`src/rtl/wallace_mult_pipe.sv`:
```
// -----------------------------------------------------------------------------
// wallace_mult_pipe
//
// Pipelined Wallace-tree multiplier with a per-operation signed/unsigned mode
// and valid/ready flow control. This is the shared multiply datapath for the
// arithmetic units.
//
// Parameters
//   WIDTH  : operand width in bits (8, 16, 32 or 64)
//   STAGES : pipeline registers between accept and out_valid (1..4)
//
// Ports
//   clk         rising-edge clock
//   rst         synchronous active-high reset (control state and p)
//   in_valid    operand pair present on a, b, signed_mode
//   in_ready    block accepts this cycle (combinational from out_valid/out_ready)
//   signed_mode 1 = two's-complement operands, 0 = unsigned
//   a, b        multiplicand / multiplier
//   out_valid   p holds a valid product
//   out_ready   consumer accepts p
//   p           low 2*WIDTH bits of the exact product
//
// Structure
//   Operands are extended to WIDTH+1 bits (sign or zero). WIDTH partial-product
//   rows come from the low bits of b; the extended sign bit of b carries
//   negative weight, so its row is added as the one's complement of
//   (a << WIDTH) plus a +1 correction row. That gives WIDTH+2 rows, which are
//   reduced by row-wise 3:2 carry-save layers down to two rows, then summed by
//   a carry-propagate adder into p. The CSA layers are split across the
//   pipeline stages as evenly as possible; stage 0 also forms the partial
//   products and the last stage also holds the final adder.
// -----------------------------------------------------------------------------
module wallace_mult_pipe #(
  parameter int WIDTH  = 32,
  parameter int STAGES = 3
) (
  input  logic                 clk,
  input  logic                 rst,
  input  logic                 in_valid,
  output logic                 in_ready,
  input  logic                 signed_mode,
  input  logic [WIDTH-1:0]     a,
  input  logic [WIDTH-1:0]     b,
  output logic                 out_valid,
  input  logic                 out_ready,
  output logic [2*WIDTH-1:0]   p
);

  localparam int PW  = 2 * WIDTH;   // product width
  localparam int NPP = WIDTH + 2;   // partial-product rows incl. sign correction

  typedef logic [NPP-1:0][PW-1:0] rows_t;

  // Row count left after k row-wise 3:2 layers starting from NPP rows.
  function automatic int rows_after(input int k);
    int n;
    n = NPP;
    for (int l = 0; l < 64; l++) begin
      if (l < k) n = 2 * (n / 3) + (n % 3);
    end
    return n;
  endfunction

  // Number of 3:2 layers needed to bring NPP rows down to two.
  function automatic int count_layers(input int rows);
    int n;
    int l;
    n = rows;
    l = 0;
    for (int i = 0; i < 64; i++) begin
      if (n > 2) begin
        n = 2 * (n / 3) + (n % 3);
        l = l + 1;
      end
    end
    return l;
  endfunction

  localparam int LAYERS     = count_layers(NPP);
  localparam int FINAL_ROWS = rows_after(LAYERS);

  // First CSA layer owned by stage s; stage s runs layers [bound(s), bound(s+1)).
  function automatic int bound(input int s);
    return (LAYERS * s) / STAGES;
  endfunction

  // Apply CSA layers lo..hi-1 to a row set. The running row count is tracked
  // from the tree input so a stage starting mid-tree knows how many rows are
  // live. Rows beyond the live count are always zero.
  function automatic rows_t csa_layers(input rows_t in_rows, input int lo, input int hi);
    rows_t cur;
    rows_t nxt;
    int    n;
    int    g;
    cur = in_rows;
    n   = NPP;
    for (int l = 0; l < LAYERS; l++) begin
      g = n / 3;
      if (l >= lo && l < hi) begin
        nxt = '0;
        for (int i = 0; i < NPP; i++) begin
          if (i < g) begin
            nxt[2*i]   = cur[3*i] ^ cur[3*i+1] ^ cur[3*i+2];
            nxt[2*i+1] = ((cur[3*i]   & cur[3*i+1]) |
                          (cur[3*i]   & cur[3*i+2]) |
                          (cur[3*i+1] & cur[3*i+2])) << 1;
          end else if (i >= 3 * g && i < n) begin
            // Leftover rows that did not fill a 3:2 group pass straight down.
            nxt[i-g] = cur[i];
          end
        end
        cur = nxt;
      end
      n = 2 * g + (n % 3);
    end
    return cur;
  endfunction

  // Whole pipeline moves together; a stalled output freezes every stage.
  logic advance;
  assign advance  = !(out_valid && !out_ready);
  assign in_ready = advance;

  logic              out_valid_q;
  logic [PW-1:0]     p_q;
  assign out_valid = out_valid_q;
  assign p         = p_q;

  // ---------------------------------------------------------------------------
  // Partial-product generation (combinational front of stage 0)
  // ---------------------------------------------------------------------------
  logic signed [WIDTH:0]  a_ext;
  logic signed [WIDTH:0]  b_ext;
  logic signed [PW-1:0]   a_wide;
  rows_t                  pp_rows;

  always_comb begin
    a_ext   = {signed_mode & a[WIDTH-1], a};
    b_ext   = {signed_mode & b[WIDTH-1], b};
    a_wide  = {{(WIDTH-1){a_ext[WIDTH]}}, a_ext};
    pp_rows = '0;
    for (int j = 0; j < WIDTH; j++) begin
      pp_rows[j] = b_ext[j] ? (a_wide << j) : '0;
    end
    // -(a << WIDTH) = ~(a << WIDTH) + 1, split into a row and a +1 row.
    pp_rows[WIDTH]   = b_ext[WIDTH] ? ~(a_wide << WIDTH) : '0;
    pp_rows[WIDTH+1] = {{(PW-1){1'b0}}, b_ext[WIDTH]};
  end

  // ---------------------------------------------------------------------------
  // Pipeline stages
  // ---------------------------------------------------------------------------
  for (genvar s = 0; s < STAGES; s++) begin : g_st
    rows_t in_rows;
    rows_t rows_d;
    logic  vld_in;

    if (s == 0) begin : g_src
      assign in_rows = pp_rows;
      assign vld_in  = in_valid;
    end else begin : g_src
      assign in_rows = g_st[s-1].g_reg.rows_q;
      assign vld_in  = g_st[s-1].g_reg.vld_q;
    end

    assign rows_d = csa_layers(in_rows, bound(s), bound(s + 1));

    if (s < STAGES - 1) begin : g_reg
      // ---- stage boundary: carry-save rows registered ----
      rows_t rows_q;
      logic  vld_q;

      always_ff @(posedge clk) begin
        if (rst) begin
          vld_q <= 1'b0;
        end else if (advance) begin
          vld_q <= vld_in;
        end
      end

      always_ff @(posedge clk) begin
        if (advance) begin
          rows_q <= rows_d;
        end
      end
    end else begin : g_out
      // ---- final boundary: carry-propagate add into p ----
      logic [PW-1:0] p_d;

      always_comb begin
        p_d = '0;
        for (int i = 0; i < NPP; i++) begin
          if (i < FINAL_ROWS) p_d = p_d + rows_d[i];
        end
      end

      // p only loads on a valid result so it keeps its value across bubbles.
      always_ff @(posedge clk) begin
        if (rst) begin
          out_valid_q <= 1'b0;
          p_q         <= '0;
        end else if (advance) begin
          out_valid_q <= vld_in;
          if (vld_in) p_q <= p_d;
        end
      end
    end
  end

endmodule

```
`config.mk`:
```
export PLATFORM = sky130hd
export DESIGN_NAME = wallace_mult_pipe
export DESIGN_NICKNAME = d
export VERILOG_FILES = /design/src/rtl/wallace_mult_pipe.sv
export SDC_FILE = /design/constraint.sdc
export NUM_CORES = 2
export LEC_CHECK = 0
export BUFFER_PORTS_ARGS = -buffer_cell sky130_fd_sc_hd__buf_2
export CAP_MARGIN = 20
export CORE_MARGIN = 2
export CORE_UTILIZATION = 55
export DETAILED_ROUTE_END_ITERATION = 7
export GPL_TIMING_DRIVEN = 0
export PLACE_DENSITY_LB_ADDON = 0.3
export SYNTH_ARGS = -nofsm -noshare
export SYNTH_HDL_FRONTEND = slang
export SYNTH_SLANG_ARGS = --single-unit
```
`constraint.sdc`:
```
create_clock -name clk -period 31.7 [get_ports clk]
set_input_delay 3.17 -clock clk [delete_from_list [all_inputs] [get_ports clk]]
set_output_delay 3.17 -clock clk [all_outputs]
set_load 0.01 [all_outputs]
```
# Yosys cells after proc, flatten, opt, wreduce, memory -nomap -nowiden
# Cells that the tools add are included.
# W data, S select, Z words.
[word_totals] out_inout_bits=66 word_cells=292 regBits=1338 inputBits=69
[classes] bitwise=228 n_reduce_logical=4 mux=33 addsub=1
[ops] op="$and A63 B63 Y63" count=94
[ops] op="$or A63 B63 Y63" count=64
[ops] op="$xor A64 B64 Y64" count=63
[ops] op="$mux W64" count=33
[ops] op="$and A63 B1 Y63" count=2
[ops] op="$add A64 B64 Y64" count=1
[ops] op="$not A64 Y64" count=1
[ops] op="$xor A64 B1 Y64" count=1
[ops] op="$and A1 B1 Y1" count=2
[ops] op="$logic_not A1 Y1" count=2
[ops] op="$reduce_and A2 Y1" count=1
[ops] op="$logic_and A1 B1 Y1" count=1
[ops] op="$not A1 Y1" count=1

# Depth between registers and ports, before layout
[depth] depth_word=10 ltp_mapped=16 depth_no_buf=15

# Least setup slack after synthesis
# No wires, ideal clock.
[synth_path] path_type="input-to-reg" start="input out_ready" end="register p_q[60] (netlist: p[60])" stages=7 setup_time_ps=64 path_slack_ps=3150 path_buffers=1 arrival_time_ps=28486 required_time_ps=31636 cell_sequence="nand2b_1 clkbuf_1 nand2_1 nor2_1 nand3_1 mux2_2 nand3_1"
[synth_between] elab_chain_len=4
[synth_rtl] element="from (decl)" line_no="45" text="input logic out_ready,"
[synth_rtl] element="$logic_not A1 Y1" line_no="121" text="assign advance = !(out_valid && !out_ready);"
[synth_rtl] element="$logic_and A1 B1 Y1" line_no="121"
[synth_rtl] element="$not A1 Y1 (no source line)"
[synth_rtl] element="$reduce_and A2 Y1 (no source line)"
[synth_rtl] element="to (signal assigned)" line_no="204" text="if (vld_in) p_q <= p_d;"
[synth_rtl] element="to (decl)" line_no="125" text="logic [PW-1:0] p_q;"
# No other way between the ends.
# A chain may end at the register's enable or synchronous reset.

# Worst setup path after layout
[layout_path] start="input out_ready" end="output in_ready"
[layout_between] elab_chain_len=3
[layout_rtl] element="$logic_not A1 Y1" line_no="121"
[layout_rtl] element="$logic_and A1 B1 Y1" line_no="121"
[layout_rtl] element="$logic_not A1 Y1" line_no="121"
[layout_rtl] element="to (decl)" line_no="40" text="output logic in_ready,"
# No other way between the ends.

==> results.cfg <==
[run_status]
status = finished, final reports clean

[worst_setup_path]
required_ns = 28.53
max_stage_delay_ns = 0.66
endpoint_kind = output pin
cp_cell_sequence = buf_2, nand2b_1, clkbuf_4, buf_16, buf_16, buf_2
cp_slowest_cell = clkbuf_4
worstSetupPathType = input pin to output pin
arrival_ns = 5.03
cp_top_family = buffers and inverters
startpoint_type = input pin
crit_buf_inv = 5
cp_max_fo = 61

[placement]
place_ws_ns = 23.51
hpwl_um = 149100
gp_congestion = 0.9805
port_buffers = 131

[global_route]
track_usage_pct = 32.46
grt_max_degree = 73
overflow = 0
grt_pass1_vias = 41610
antenna_found_initial = 14
grt_pass1_wl_um = 277100

[logic_synthesis]
async_flop_share_pct = 0
syn_inst = 5129
synth_edf_count = 790
synth_most_common_cell = fa_1
synth.distinct_cells = 66
yosys_warnings = 0
synth-seq-cells = 857
synth_ff_type = edfxtp_1
yosysTopAreaCellShare_pct = 36.87
syn_area_per_cell_um2 = 12.54
synth_area_leaders = edfxtp_1, fa_1, and2_1
yosys.area.top_type = edfxtp_1
yosysSeqAreaShare_pct = 38.96
syn_nets = 6530
yosys-top-cells-count = fa_1, inv_1, edfxtp_1
synth_area_um2 = 64340

[finish]
synthToLayoutAreaGrowth_pct = 9.834
drive_gt1_share_pct = 6.411
fillers = 9133
fin_nets = 6775
final_core_util_pct = 60.89

[timing]
slew_headroom_pct = 16.31
rsz0062_at_grt = no
fin_crit_ns = 8.200
hold_viol = 0
worst_clock_skew_ns = 0.04034
fmax_mhz = 122.0
worst_slack_ns = 23.50
timing.hold.ws_ns = 0.4198
maxSlewViolCount = 0
timing.final.crit_share_pct = 25.87
finalSetupViolations = 0
tightest_slew_ns = 1.255

[floorplanning]
start_util_pct = 55.44
fp-row-count = 125
ioPinCount = 135
core_area_um2 = 116000
dieWidth_um = 346.0
die_area_um2 = 119700
die_h_um = 346.0

[clock_tree]
cts_resized = 0
cts-root-buf = clkbuf_16
numCtsBuffers = 99
clk_path_buf_depth = 3
cts_tree = yes
cts_sinks = 857
post_cts_buffers = 0
clk_pin_slew_ns = 0.06
clk_latency_ns = 0.72
htreeDepth = 3
cts_hold_buf = 0

[flow_run]
maxCapViolCount = 0

[drt]
vias = 39330
initialDrtViolationCount = 4550
post_drt_via_cell_ratio = 5.626
avgRoutedWirePerCell_um = 27.05
drc_errors = 0
dr.pass1.iters = 5
wl_um = 189100
postRouteAntennaNets = 0

[hold_path]
hp-class = register to register
cell type report:
class                   instances  area, um^2  area share, %
well taps                    1524        1907          2.698
flip-flops and latches        857       25060          35.47
inverters                     958        3596          5.089
clock inverters                65       769.5          1.089
repair buffers                144        1013          1.434
diodes                          8       20.02        0.02833
clock buffers                 121        2614          3.699
plain buffers                 253       972.2          1.376
multi-input cells            3061       34710          49.12
stage by stage:
stage                     cells  TNS [ns]  cell area (um^2)
after global placement     6784  -3373.82             66900
after CTS                  6982         0             70620
after floorplan            5129         0             64340
after global routing       6983         0             70650
final                      6991         0             70670
after detailed placement   6796         0             67240
worst register-to-register path: stages (launching register included):
cell and delay, ns:
edfxtp_1 0.39, fa_1 0.55, inv_1 0.06, fa_1 0.70, inv_1 0.09, ha_1 0.30, ha_1 0.28, clkbuf_1 0.33
nand4_1 0.19, nor3_1 0.24, o21ai_0 0.14, a311oi_1 0.84, o211ai_1 0.29, a21oi_1 0.31, a31oi_1 0.14, xnor2_1 0.20
o21ai_0 0.10
final timing paths:
path / slack [ns] / cells after the start / end / start
min reg2reg: 0.42 / 0 / g_st[1].g_reg.rows_q[1]$_DFFE_PN_ / g_st[0].g_reg.rows_q[1]$_DFFE_PN_
min: 0.42 / 0 / g_st[1].g_reg.rows_q[1]$_DFFE_PN_ / g_st[0].g_reg.rows_q[1]$_DFFE_PN_
max: 23.50 / 6 / in_ready / out_ready
max reg2reg: 26.40 / 16 / p[63]$_SDFFE_PP0P_ / g_st[1].g_reg.rows_q[22]$_DFFE_PN_
logic make-up after synthesis:
group	after synthesis	share of synthesized area, %
buf+inv	1211	7.094
compound gates	290	2.779
mux	3	0.04862
xor+xnor	68	0.9257
simple gates	1368	11.13
flops	857	38.96
fa+ha+maj	1332	39.06
routing by layer:
layer  vias up  part of all wire [%]  global-route usage (%)
li1      16330                     -                       -
met1     20140                    38                   44.34
met2      2398                    44                   47.45
met3       453                    13                   10.47
met4        12                   5.3                   15.53
met5         -                 0.042                       0
state kept, by name, indices dropped and copies added, names as in the netlist:
register	cells
out_valid	1
p	64
g_st.g_reg.rows_q	790
g_st.g_reg.vld_q	2
layout by cell type, fill, tap and decap left out, types with 13 or more instances in the layout:
cell	Yosys	routed
a21o_1	27	27
ha_1	204	204
edfxtp_1	790	790
dfxtp_1	67	67
clkinv_1	0	17
clkinv_2	0	17
clkbuf_16	0	101
inv_1	958	958
xnor2_1	51	51
nor3_1	14	14
a21oi_1	122	122
nand3_1	21	21
buf_2	6	137
o21ai_0	54	54
clkbuf_1	240	256
bufinv_16	0	14
nand4_1	28	28
xor2_1	17	17
nor2_1	45	45
nand2_1	503	503
or2_2	32	32
and2_1	694	694
buf_16	0	13
o21bai_1	17	17
fa_1	1128	1128
Power is left out: the tool's default activity adds up to more than one toggle a clock period on the data nets, which glitch-free logic cannot reach.
